--- src/rtl/ram_scan_pkg.sv ---
// Shared types for the RAM scan/inspection block: read-side mode encoding and BCD digit type.
package ram_scan_pkg;

  typedef enum logic {SCAN = 1'b0, MANUAL = 1'b1} scan_mode_t;

  typedef logic [3:0] bcd_digit_t;

  localparam int BCD_DIGITS = 3;

endpackage

--- src/rtl/ram_scan_display_addr_bcd_conv.sv ---
// Combinational double-dabble: ADDR_W-bit binary address to three packed BCD digits {hundreds, tens, ones}.
module addr_bcd_conv
  import ram_scan_pkg::*;
#(
  parameter int ADDR_W = 5
) (
  input  logic [ADDR_W-1:0]         bin,
  output logic [4*BCD_DIGITS-1:0]   bcd
);

  always_comb begin
    logic [4*BCD_DIGITS-1:0] acc;
    bcd_digit_t              dig;
    acc = '0;
    dig = '0;
    for (int i = ADDR_W - 1; i >= 0; i--) begin
      // Add-3 correction on every digit before each shift keeps each nibble decimal.
      for (int d = 0; d < BCD_DIGITS; d++) begin
        dig = acc[4*d +: 4];
        if (dig >= 4'd5) acc[4*d +: 4] = dig + 4'd3;
      end
      acc = {acc[4*BCD_DIGITS-2:0], bin[i]};
    end
    bcd = acc;
  end

endmodule

--- src/rtl/ram_scan_display.sv ---
// Dual-port RAM with self-scanning or manual read side, registered read data and BCD address digits.
// Define RAM_SCAN_RDW_BYPASS_EN to forward same-cycle write data to the read port.
module ram_scan_display
  import ram_scan_pkg::*;
#(
  parameter int ADDR_W   = 5,
  parameter int DATA_W   = 3,
  parameter int SCAN_DIV = 50_000_000
) (
  input  logic                     clock,
  input  logic                     reset,
  input  logic                     wren,
  input  logic [ADDR_W-1:0]        wraddress,
  input  logic [DATA_W-1:0]        data,
  input  logic                     mode,
  input  logic [ADDR_W-1:0]        man_addr,
  output logic [ADDR_W-1:0]        rd_addr,
  output logic [DATA_W-1:0]        q,
  output logic                     rd_valid,
  output logic                     step,
  output logic [4*BCD_DIGITS-1:0]  addr_bcd
);

  localparam int DEPTH = 2 ** ADDR_W;
  localparam int PS_W  = $clog2(SCAN_DIV);

  logic [DATA_W-1:0]       mem [DEPTH];
  logic [PS_W-1:0]         prescaler;
  logic [ADDR_W-1:0]       scan_addr;
  logic [ADDR_W-1:0]       sel_addr;
  logic [DATA_W-1:0]       rd_word;
  logic [4*BCD_DIGITS-1:0] bcd_next;
  logic                    tick;
  scan_mode_t              cur_mode;

  assign cur_mode = scan_mode_t'(mode);
  assign tick     = (cur_mode == SCAN) && (prescaler == PS_W'(SCAN_DIV - 1));
  assign sel_addr = (cur_mode == MANUAL) ? man_addr : scan_addr;

  // No reset on the array so it maps onto block RAM and survives reset.
  always_ff @(posedge clock) begin
    if (wren) mem[wraddress] <= data;
  end

`ifdef RAM_SCAN_RDW_BYPASS_EN
  assign rd_word = (wren && (wraddress == sel_addr)) ? data : mem[sel_addr];
`else
  assign rd_word = mem[sel_addr];
`endif

  // MANUAL parks the prescaler at 0 so returning to SCAN gets a full period.
  always_ff @(posedge clock) begin
    if (reset) begin
      prescaler <= '0;
      scan_addr <= '0;
    end else if (cur_mode == MANUAL) begin
      prescaler <= '0;
    end else if (tick) begin
      prescaler <= '0;
      scan_addr <= scan_addr + 1'b1;
    end else begin
      prescaler <= prescaler + 1'b1;
    end
  end

  addr_bcd_conv #(.ADDR_W(ADDR_W)) u_bcd (
    .bin (sel_addr),
    .bcd (bcd_next)
  );

  always_ff @(posedge clock) begin
    if (reset) begin
      rd_addr  <= '0;
      q        <= '0;
      rd_valid <= 1'b0;
      step     <= 1'b0;
      addr_bcd <= '0;
    end else begin
      rd_addr  <= sel_addr;
      q        <= rd_word;
      rd_valid <= 1'b1;
      step     <= tick;
      addr_bcd <= bcd_next;
    end
  end

endmodule

--- config.mk ---
export PLATFORM = sky130hd
export DESIGN_NAME = ram_scan_display
export DESIGN_NICKNAME = d
export VERILOG_FILES = /design/src/rtl/ram_scan_pkg.sv /design/src/rtl/ram_scan_display_addr_bcd_conv.sv /design/src/rtl/ram_scan_display.sv
export SDC_FILE = /design/constraint.sdc
export NUM_CORES = 1
export LEC_CHECK = 0
export BUFFER_PORTS_ARGS = -buffer_cell sky130_fd_sc_hd__buf_2
export CAP_MARGIN = 20
export CORE_MARGIN = 3
export CORE_UTILIZATION = 45
export DETAILED_ROUTE_END_ITERATION = 16
export GPL_TIMING_DRIVEN = 0
export PLACE_DENSITY = 0.67
export SYNTH_ARGS = -nofsm -noshare
export SYNTH_HDL_FRONTEND = slang
export SYNTH_SLANG_ARGS = --single-unit
--- constraint.sdc ---
create_clock -name clock -period 4.69 [get_ports clock]
set_clock_uncertainty 0.05 [all_clocks]
set_input_delay 0.2345 -clock clock [delete_from_list [all_inputs] [get_ports clock]]
set_output_delay 0.2345 -clock clock [all_outputs]
set_load 0.03 [all_outputs]
After elaboration in Yosys (flattened, before gate mapping)

Memories as Yosys holds them, arrays and structs flattened. A register that Yosys moved wholly into a read port is not among the register bits.
Cells that the tools add are included.

$add $sub $neg: 4
Magnitude comparators: 2
Equal/unequal tests: 1
Muxes and demuxes: 6
Bitwise operators: 2
Reduce and logical (&&, ||, !) cells: 4

Operator list:

| operator              | number |
|---|---|
| $add 26x1->26 const B | 1 |
| $eq 26x26->1 const B  | 1 |
| $add 5x1->5 const B   | 1 |
| $mux 5                | 1 |
| $add 3x2->4 const B   | 1 |
| $add 4x2->4 const B   | 1 |
| $ge 4x3->1 const B    | 1 |
| $mux 4                | 1 |
| $ge 3x3->1 const B    | 1 |
| $mux 1                | 3 |
| $mux 3                | 1 |
| $reduce_or 3->1       | 1 |
| $not 1->1             | 2 |
| $reduce_and 2->1      | 1 |
| $reduce_or 2->1       | 1 |
| $logic_and 1x1->1     | 1 |

Flip-flop bits (word level): 50
Bits in writable memories: 96
Output and inout bits: 22
Memories kept: 1

Memory list:

| memory | words | bits a word | read ports | clocked after memory_dff | write ports | RTL line               | source |
|---|---|---|---|---|---|---|---|
| mem    | 32    | 3           | 1          | 1                        | 1           | ram_scan_display.sv:27 | `logic [DATA_W-1:0] mem [DEPTH];` |

Logic depth before layout (Yosys ltp)

Depth in word-level cells: 5
Gate-level depth with buffers: 9
Gate-level depth less buffers: 8

Cells and area by module

A second synthesis with hierarchy kept.

Cell total of the unflattened synthesis: 600
Area total of the unflattened synthesis: 6,601.3 um^2

Modules (own cells, without submodules):

| module           | instances | cells an instance | area an instance (um^2) | sequential area each (um^2) |
|---|---|---|---|---|
| ram_scan_display | 1         | 551               | 6,254.7                 | 3,943.8 |
| addr_bcd_conv    | 1         | 49                | 346.6                   | 0.0 |

Least setup slack after synthesis

No wires, ideal clock.

Path kind: register -> register
Start: register scan_addr[0]
End: register q[1], read port of mem
Setup time: 126 ps
Data arrival time: 2,063 ps
Data required time: 4,514 ps
Setup slack: 2,451 ps
Stages on the path, launching flop included: 9
Buffers on the path: 2
Path through: dfxtp_1 -> clkbuf_1 -> mux2i_2 -> buf_4 -> mux4_2 -> a22oi_1 -> nand2_1 -> a22oi_1 -> o22ai_1

Word-level cells in the longest chain between the ends: 1

Ends and longest elaborated chain:

| element                  | RTL line               | source |
|---|---|---|
| start: declaration       | ram_scan_display.sv:29 | `logic [ADDR_W-1:0] scan_addr;` |
| start signal: assignment | ram_scan_display.sv:60 | `scan_addr <= scan_addr + 1'b1;` |
| $mux 5                   | ram_scan_display.sv:38 | `assign sel_addr = (cur_mode == MANUAL) ? man_addr : scan_addr;` |
| end: declaration         | ram_scan_display.sv:18 | `output logic [DATA_W-1:0] q,` |

Every way passes these cells.
A chain may end at the register's enable or synchronous reset.

Final worst setup path

Same ends and word-level chain as after synthesis.

==> summary.md <==
| Metric | Value |
|---|---|
| Cell accounting for the most synthesized area | `edfxtp_1` |
| Slew @ Worst Pin | `0.7522 ns` |
| Synth Area in Simple Gates | `14.44%` |
| Synth async-reset ratio | `0%` |
| Port buffer count | `31` |
| Sw Pwr | `around 0.64 mW` |
| Post-synth EDFFs | `96` |
| Full die area | `around 16000 um2` |
| Area of the multi-input gates | `about 2300 um2` |
| Tcrit/Tclk final | `slightly above 60%` |
| Fillers | `between 1000 and 1500` |
| Clock group share of total power | `44.9%` |
| Hold-fix buffers, CTS | `0` |
| R2R cell count | `8` |
| Layout Area Growth over Synthesis | `14.93%` |
| Vias in the first global route | `4437` |
| Reg power frac | `between 40 and 50%` |
| Gate power share | `approximately 7.0%` |
| Worst-skew pair later-pin latency | `roughly 0.42 ns` |
| Critical Path Source Type | `flip-flop` |
| Compound-cell area share of the yosys netlist | `10.57%` |
| Outcome | `finished clean` |
| Synth Flop Type | `edfxtp_1` |
| Syn avg cell area | `11.73 um2` |
| CP Class | `flip-flop to flip-flop` |
| CTS Root Cell | `clkbuf_16` |
| Critical Path RT | `~4.9 ns` |
| Vias | `approximately 4500` |
| Initial antenna violation count | `0` |
| Postcts setup bufs | `0` |
| Pwr dens | `387.9 nW/um2` |
| Hold slack | `~0.018 ns` |
| Net Sw Frac | `22.64%` |
| Tmin final | `2.909 ns` |
| Core Region | `around 14000 um2` |
| RD Place Congestion | `0.9215` |
| H-tree levels | `4` |
| Clk buf depth | `2` |
| Crit-path max FO | `10` |
| Die height | `124.7 um` |
| Routed vias/inst | `5.774` |
| Int Pwr | `around 2.2 mW` |
| Total GRT Usage | `19.94%` |
| Nets@finish | `617` |
| WL final | `15.18 mm` |
| FF+latch count, synth | `142` |
| First-pass GRT wire length | `about 24 mm` |
| Num CTS Buffers | `17` |
| Hold Crit Class | `input port to flip-flop` |
| Ant. Diodes | `0` |
| Hold Fails Final Rpt | `0` |
| CP Capture Type | `flip-flop` |
| Initial core utilization | `46.98%` |
| Largest net degree at the start of global routing | `33` |
| Largest family of logic cells by synthesized area | `simple AND/OR/NAND/NOR gates` |
| Arrival time worst endpoint | `3.12 ns` |
| Row count | `42` |
| GRT overflow | `0` |
| Starting DRT DRC Count | `591` |
| # DRC | `0` |
| Final setup vio count | `0` |
| Clock transition at path regs | `0.06 ns` |
| Netlist cell types | `58` |
| Ys Warns | `0` |
| Cell count after synthesis | `541` |
| Slew headroom | `48.86%` |
| Layout cells sized above 1 | `15.98%` |
| PostCTS Resize Cnt | `0` |
| Fin util | `53.99%` |
| Clock sink count | `142` |
| Top-area cell type share of the netlist area | `45.43%` |
| Commonest non-fill, non-tap cell in the layout | `edfxtp_1` |
| Multiplexer area fraction after synthesis | `6.744%` |
| Leading post-synthesis cells by cell area | `edfxtp_1, dfxtp_1, nor2_1` |
| Peak VDD IR | `roughly 260 uV` |
| Detailed Place HPWL | `between 10 and 15 mm` |
| Hold-critical path depth | `2` |
| Register area | `3804 um2` |
| Final Max Tran Viols | `0` |
| Setup TNS | `0 ns` |
| Post-route antenna net violation count | `0` |
| Post-Synth XOR/XNOR Area | `3.589%` |
| Fmax | `343.8 MHz` |
| Die Wd | `124.7 um` |
| Post-Syn Area | `roughly 6300 um2` |
| RSZ-0062 raised after global routing | `false` |
| Ports | `39` |
| Drt wl/cell | `just under 20 um` |
| CTS tree | `built` |
| Most frequent cells in the layout | `edfxtp_1, nor2_1, dfxtp_1, buf_2, nand2_1` |
| Share of the yosys chip area belonging to registers | `about three fifths` |
| Leak pwr | `2.543 nW` |
| Adder-Cell Fraction of Synth Area | `0.7888%` |
| DR pass1 iterations | `5` |
| Maximum capacitance violations | `0` |
| Power consumption | `2.828 mW` |
[registers in the layout, summed over array words and instances, names as in the netlist]
register and cells:
mem 96, prescaler 26, scan_addr 5, step 1, rd_addr 5, rd_valid 1
q 3, addr_bcd 5
[metrics by stage]
step / instance area (um2) / instances / worst slack (ns)
after global placement: 6739 / 753 / 1.730
after CTS: 7292 / 783 / 1.711
final: 7292 / 783 / 1.781
after detailed placement: 6739 / 753 / 1.688
after floorplan: 6364 / 546 / 2.451
after global routing: 7292 / 783 / 1.629
[routing by layer]
metal / global-route usage (%) / share of wire [%] / vias up / routed length [um]
li1: - / - / 2108 / -
met1: 26.76 / 44 / 2205 / 6710
met2: 30.60 / 46 / 191 / 7004
met3: 5.575 / 7.5 / 17 / 1138
met4: 8.124 / 2.2 / 0 / 327
met5: 0 / 0 / - / 0
[critical path: stages (launching register included)]
cell and delay [ns]:
dfxtp_1 0.31, clkbuf_1 0.22, mux2i_2 0.66, buf_4 0.34, mux4_2 0.55, a22oi_1 0.17, nand2_1 0.11, a22oi_1 0.19
o22ai_1 0.15
[cell usage after synthesis (2+ instances only)]
cell	instances
a211o_1	4
a211oi_1	5
a21oi_1	12
a221oi_1	2
a22oi_1	6
a311oi_1	3
a31oi_1	4
and3_1	2
and4_1	2
buf_2	7
buf_4	12
clkbuf_1	12
dfxtp_1	46
edfxtp_1	96
ha_1	4
inv_1	18
mux2_2	3
mux2i_1	16
mux2i_2	2
mux4_2	8
nand2_1	22
nand2b_1	4
nand3_1	17
nand3b_1	7
nand4_1	7
nor2_1	93
nor2b_1	6
nor3_1	10
nor3b_1	3
nor4_1	2
o211a_1	2
o211ai_1	14
o21ai_0	17
o21bai_1	6
o22ai_1	6
o2bb2ai_1	3
o311ai_0	5
or3_1	6
or3b_2	2
or4_1	3
xnor2_1	10
xor2_1	16
[kinds of logic after synthesis]
family	Yosys count
other	1
AND/OR/NAND/NOR	191
XOR/XNOR	26
multiplexers	30
buffers and inverters	51
adder cells (fa/ha/maj)	4
AO/OA/AOI/OAI	96
flip-flops	142
[final timing paths]
kind / endpoint / from / slack, ns
worst min register to register: prescaler[25] / prescaler[25] / 0.43
worst min-delay path: rd_valid / reset / 0.02
worst max-delay path: q[1] / scan_addr[0] / 1.78
worst max register to register: q[1] / scan_addr[0] / 1.78
[layout make-up]
class                   count  share of cell area [%]
clock buffers              18                   5.885
flip-flops and latches    142                   52.16
well taps                 176                   3.020
multi-input cells         353                   31.74
plain buffers              32                   2.385
repair buffers             31                   2.128
clock inverters            12                   1.699
inverters                  19                  0.9780
[power groups by stage]
stage / clock network (mW) / registers, mW / logic (mW)
after detailed placement: 0 / 1.39 / 0.197
after global placement: 0 / 1.39 / 0.193
after floorplan: 0 / 1.40 / 0.111
final: 1.27 / 1.36 / 0.199
after global routing: 1.34 / 1.36 / 0.216
after CTS: 1.29 / 1.36 / 0.198
Power figures use the tool's default switching activity.
